**config.mk**
```make
export PLATFORM = sky130hd
export DESIGN_NAME = regfile_write_arbiter
export DESIGN_NICKNAME = d
export VERILOG_FILES = /design/src/rtl/rf_wb_pkg.sv /design/src/rtl/wb_pending_fifo.sv /design/src/rtl/regfile_write_arbiter.sv
export SDC_FILE = /design/constraint.sdc
export NUM_CORES = 1
export LEC_CHECK = 0
export CAP_MARGIN = 15
export CORE_MARGIN = 5
export CORE_UTILIZATION = 35
export CTS_CLUSTER_SIZE = 12
export DETAILED_ROUTE_END_ITERATION = 8
export REMOVE_ABC_BUFFERS = 1
export SYNTH_ARGS = -nofsm -noshare
export SYNTH_HDL_FRONTEND = slang
export SYNTH_SLANG_ARGS = --single-unit
```
**constraint.sdc**
```tcl
create_clock -name clk -period 2.95 [get_ports clk]
set_input_delay 0.7375 -clock clk [delete_from_list [all_inputs] [get_ports clk]]
set_output_delay 0.7375 -clock clk [all_outputs]
set_load 0.02 [all_outputs]
```
**src/rtl/rf_wb_pkg.sv**
```systemverilog
// rf_wb_pkg: shared widths, entry layout and port-select encoding for the
// register-file writeback arbiter.
package rf_wb_pkg;
    localparam int ADDR_W = 4;
    localparam int DATA_W = 32;

    typedef struct packed {
        logic [ADDR_W-1:0] addr;
        logic [DATA_W-1:0] data;
    } wb_entry_t;

    typedef enum logic [1:0] {IDLE, LDR, PEND, ALU} wb_src_t;
endpackage

```
**src/rtl/wb_pending_fifo.sv**
```systemverilog
// wb_pending_fifo: in-order circular buffer of parked ALU writes with a
// newest-first address search over the occupied entries.
module wb_pending_fifo #(
    parameter int DEPTH  = 2,
    parameter int ADDR_W = rf_wb_pkg::ADDR_W,
    parameter int DATA_W = rf_wb_pkg::DATA_W,
    parameter int CW     = $clog2(DEPTH) + 1
) (
    input  logic              clk,
    input  logic              rst_n,
    input  logic              push,
    input  logic [ADDR_W-1:0] push_addr,
    input  logic [DATA_W-1:0] push_data,
    input  logic              pop,
    output logic [ADDR_W-1:0] head_addr,
    output logic [DATA_W-1:0] head_data,
    output logic [CW-1:0]     count,
    input  logic [ADDR_W-1:0] search_addr,
    output logic              hit,
    output logic [DATA_W-1:0] hit_data
);
    localparam int PW = $clog2(DEPTH);

    logic [ADDR_W-1:0] addr_mem [DEPTH];
    logic [DATA_W-1:0] data_mem [DEPTH];
    logic [PW-1:0]     rd_ptr, wr_ptr;

    always_ff @(posedge clk or negedge rst_n)
        if (!rst_n) begin
            rd_ptr <= '0;
            wr_ptr <= '0;
            count  <= '0;
        end else begin
            if (push) wr_ptr <= wr_ptr + 1'b1;
            if (pop) rd_ptr <= rd_ptr + 1'b1;
            count <= count + CW'(push) - CW'(pop);
        end

    always_ff @(posedge clk)
        if (push) begin
            addr_mem[wr_ptr] <= push_addr;
            data_mem[wr_ptr] <= push_data;
        end

    assign head_addr = addr_mem[rd_ptr];
    assign head_data = data_mem[rd_ptr];

    // Scan oldest to newest so the last match (newest) wins.
    always_comb begin
        hit      = 1'b0;
        hit_data = '0;
        for (int i = 0; i < DEPTH; i++)
            if (CW'(i) < count && addr_mem[rd_ptr + PW'(i)] == search_addr) begin
                hit      = 1'b1;
                hit_data = data_mem[rd_ptr + PW'(i)];
            end
    end
endmodule

```
**src/rtl/regfile_write_arbiter.sv**
```systemverilog
// regfile_write_arbiter: shares the register-file write port between LDR and
// ALU writeback; ALU writes that lose the port are parked in order.
module regfile_write_arbiter #(
    parameter int DEPTH  = 2,
    parameter int ADDR_W = rf_wb_pkg::ADDR_W,
    parameter int DATA_W = rf_wb_pkg::DATA_W
) (
    input  logic                     clk,
    input  logic                     rst_n,
    input  logic                     w_en_ldr,
    input  logic [ADDR_W-1:0]        ldr_addr,
    input  logic [DATA_W-1:0]        ldr_data,
    input  logic                     w_en_alu,
    input  logic [ADDR_W-1:0]        alu_addr,
    input  logic [DATA_W-1:0]        alu_data,
    output logic                     rf_w_en,
    output logic [ADDR_W-1:0]        rf_w_addr,
    output logic [DATA_W-1:0]        rf_w_data,
    output logic                     sel_stall,
    input  logic [ADDR_W-1:0]        fwd_addr,
    output logic                     fwd_hit,
    output logic [DATA_W-1:0]        fwd_data,
    output logic [$clog2(DEPTH):0]   pending_count
);
    import rf_wb_pkg::*;

    localparam int CW = $clog2(DEPTH) + 1;

    logic [ADDR_W-1:0] head_addr;
    logic [DATA_W-1:0] head_data;
    logic              push, pop, full, empty;
    wb_src_t           src;

    assign full  = pending_count == CW'(DEPTH);
    assign empty = pending_count == '0;
    // Stall must not depend on w_en_alu: it feeds the pipeline's own hold logic.
    assign sel_stall = full & w_en_ldr;
    assign pop       = !w_en_ldr & !empty;
    assign push      = w_en_alu & !sel_stall & (w_en_ldr | !empty);

    always_comb src = w_en_ldr ? LDR : !empty ? PEND : w_en_alu ? ALU : IDLE;

    wb_pending_fifo #(.DEPTH(DEPTH), .ADDR_W(ADDR_W), .DATA_W(DATA_W), .CW(CW)) u_fifo (
        .clk        (clk),
        .rst_n      (rst_n),
        .push       (push),
        .push_addr  (alu_addr),
        .push_data  (alu_data),
        .pop        (pop),
        .head_addr  (head_addr),
        .head_data  (head_data),
        .count      (pending_count),
        .search_addr(fwd_addr),
        .hit        (fwd_hit),
        .hit_data   (fwd_data)
    );

    always_ff @(posedge clk or negedge rst_n)
        if (!rst_n) begin
            rf_w_en   <= 1'b0;
            rf_w_addr <= '0;
            rf_w_data <= '0;
        end else begin
            rf_w_en   <= src != IDLE;
            rf_w_addr <= src == LDR ? ldr_addr : src == PEND ? head_addr : alu_addr;
            rf_w_data <= src == LDR ? ldr_data : src == PEND ? head_data : alu_data;
        end
endmodule
```
==> results.yml <==
outcome:
  status: "finished with violations"
  violations: "setup timing"
floorplanning:
  initial_utilization: 0.355
  num_rows: 48
  die_x_um: 142
  die_y_um: 142
  io_pins: 153
  core_um2: 17200
  die_area_um2: 20200
clocking:
  cts_tree: "yes"
  clock_latency_ns: 0.42
  cts.sinks: 113
  clockBufferDepth: 2
  cts_root_buf: "clkbuf_16"
  clkTransAtPathRegs_ns: 0.05
  cts_hold_buf: 0
  cts_buffers: 17
  htree_levels: 4
power_and_ir_drop:
  netSwitchingPower_w: 0.00376
  swShare: 0.400
  power.leakage_nw: 3.62
  pwr-share-seq: 0.252
  powerDensity_nw_per_um2: 1040
  total_power_w: 0.00941
  p_comb_frac: 0.562
  vdd_ir_drop_max_mv: 0.478
  clock_power_share: 0.186
  internal_power_w: 0.00565
detailed_routing:
  wirelength_mm: 19.9
  routed_via_density: 5.46
  drc: 0
  wire_per_inst_um: 19.4
  ant_nets: 0
  vias: 5602
  drtIter0Drc: 404
  first_pass_iters: 5
timing:
  worstMarginPinSlew_ns: 0.869
  max_freq_ghz: 0.299
  slew_headroom: 0.420
  hold_viol: 0
  hold_ws_ns: 0.293
  grt_setup_unrepaired: "yes"
  setup-violations-final: 33
  clock_skew_ns: 0.00838
  final-max-slew-violation-count: 0
  final.min_clock_period_ns: 3.34
  min_period_over_period: 1.13
  worst_slack_ns: -0.392
logic_synthesis:
  synth_common_cells: "nand2_1 (74), edfxtp_1 (72), and3_1 (65), a21oi_1 (64), nand3_1 (55)"
  yosysUniqueCellTypes: 28
  synth.most_common_cell: "nand2_1"
  yosys-top-cells-area: "edfxtp_1 (35%), dfrtp_1 (17%), and3_1 (6.7%)"
  syn_area_per_cell_um2: 9.88
  yosysSeqAreaShare: 0.522
  synthArstFlopShare: 0.363
  synth_top_area_cell: "edfxtp_1"
  synth.top_cell.area_share: 0.354
  syn_inst: 618
  ys.flop_type: "edfxtp_1"
  synthesis.area_um2: 6100
  synth_edf_count: 72
  synth_seq_cells: 113
  ys_warn_count: 0
placed_design:
  gp_congestion: 0.742
  dp_hpwl_mm: 11.2
  place_inst: 964
  portBuffers: 152
global_routing:
  grt_pass1_vias: 5689
  grt_first_pass_wirelength_mm: 29.5
  grt_usage: 0.187
  use_met2: 0.315
  met1_usage: 0.227
  grt_overflow: 0
  antenna_found_initial: 0
  met3_usage: 0.0528
  globalRoute.busiestLayer: "met2"
  grt_max_degree: 71
critical_path:
  cp-start-kind: "flop"
  end_kind: "output port"
  cp_data_required_time_ns: 2.21
  critPathKind: "reg -> out"
  crit_path_max_fanout: 5
  worstPathArrival_ns: 2.60
cells_and_area:
  syn2layout_area_growth_pct: 48.7
  insertedDiodeCount: 0
  num-fill-cells: 1586
  drive_gt1_frac: 0.199
  nNetsFinal: 870
  final_cells: 1026
flow_run:
  maxCapViolCount: 0
min_path:
  min_path_type: "in -> async"
## sequential cells by signal (all words and copies together) (netlist names)
name / count
u_fifo.data_mem: 64
rf_w_data: 32
u_fifo.addr_mem: 8
rf_w_addr: 4
u_fifo.count: 2
rf_w_en: 1
u_fifo.rd_ptr: 1
u_fifo.wr_ptr: 1
## power groups by stage
stage / logic [W] / registers, W / clock network, W
after floorplan: 0.00221 / 0.00276 / 0
after global placement: 0.00454 / 0.00238 / 0
after detailed placement: 0.00460 / 0.00240 / 0
after CTS: 0.00512 / 0.00238 / 0.00178
after global routing: 0.00567 / 0.00241 / 0.00186
final: 0.00529 / 0.00237 / 0.00175
## what timing repair did
item                                    4_1_cts  5_1_grt
pin swaps                                    13       10
setup buffers                                16        5
endpoints found under the hold margin         0        0
endpoints found under the setup margin       33       33
gates resized for setup                     211       25
gates cloned                                  7        4
## kinds of logic after synthesis
logic type / count (synthesis) / synth area share
buffers and inverters: 67 / 0.0531
DFF: 113 / 0.522
and+or+nand+nor: 246 / 0.203
adders and majority gates: 2 / 0.00410
muxes: 41 / 0.0679
AOI/OAI and AO/OA: 137 / 0.132
xor gates and xnor gates: 12 / 0.0172
## metrics by stage
stage          area (um^2)  utilization  setup WS, ns  TNS [ns]
2_1_floorplan         5790            -         -3.65   -131.17
3_5_place_dp          8000        0.466        -0.899    -25.46
3_3_place_gp          8000        0.466        -0.797    -24.09
5_1_grt               9080        0.529        -0.502    -14.44
6_report              9080        0.529        -0.392    -10.43
4_1_cts               8900        0.518        -0.338    -10.28
## critical path, stage by stage (launching register included)
cell	delay (ns)
dfrtp_4	0.50
buf_12	0.15
buf_6	0.11
mux2i_4	0.18
xnor2_2	0.15
nor3_4	0.15
buf_12	0.17
bufbuf_16	0.25
nand3_2	0.06
a32oi_1	0.26
buf_4	0.19
## per-layer routing
metal	routed length, um	vias to the layer above
met1	8330	2737
met5	0	-
met4	316	0
met2	9910	228
met3	1350	28
li1	-	2609
## worst paths after layout
path / depth (start not counted) / slack, ns / from / to
max: 10 / -0.39 / u_fifo.rd_ptr / fwd_data[23]
min: 1 / 0.29 / rst_n / rf_w_addr[0]
max reg2reg: 6 / 0.90 / u_fifo.rd_ptr / rf_w_data[30]
min reg2reg: 1 / 0.55 / u_fifo.wr_ptr / u_fifo.wr_ptr
max in group asynchronous: 2 / 1.90 / rst_n / u_fifo.rd_ptr
min in group clk: 1 / 0.55 / u_fifo.wr_ptr / u_fifo.wr_ptr
## area by class of cell
type / count / area [um^2] / area share
clock buffer: 22 / 444 / 0.0489
clock inverter: 10 / 45.0 / 0.00496
inverter: 3 / 11.3 / 0.00124
multi-input combinational: 438 / 2760 / 0.304
sequential: 113 / 3190 / 0.352
tap: 225 / 282 / 0.0310
timing repair buffer: 215 / 2340 / 0.258
## cells in the final DEF, fill, tap and decap left out, types with 9 or more instances in the layout
cell / netlist / final
edfxtp_1: 72 / 72
buf_4: 5 / 60
o21ai_0: 41 / 41
nor2_1: 35 / 33
a21oi_1: 64 / 64
buf_6: 5 / 9
a32oi_2: 0 / 9
nand3_2: 10 / 15
dfrtp_1: 41 / 40
buf_12: 0 / 17
nand3_1: 55 / 50
a32oi_1: 32 / 23
mux2i_1: 40 / 38
clkdlybuf4s50_1: 0 / 113
clkbuf_16: 0 / 21
nand2_1: 74 / 73
and3_1: 65 / 65
Power figures use the tool's default switching activity.
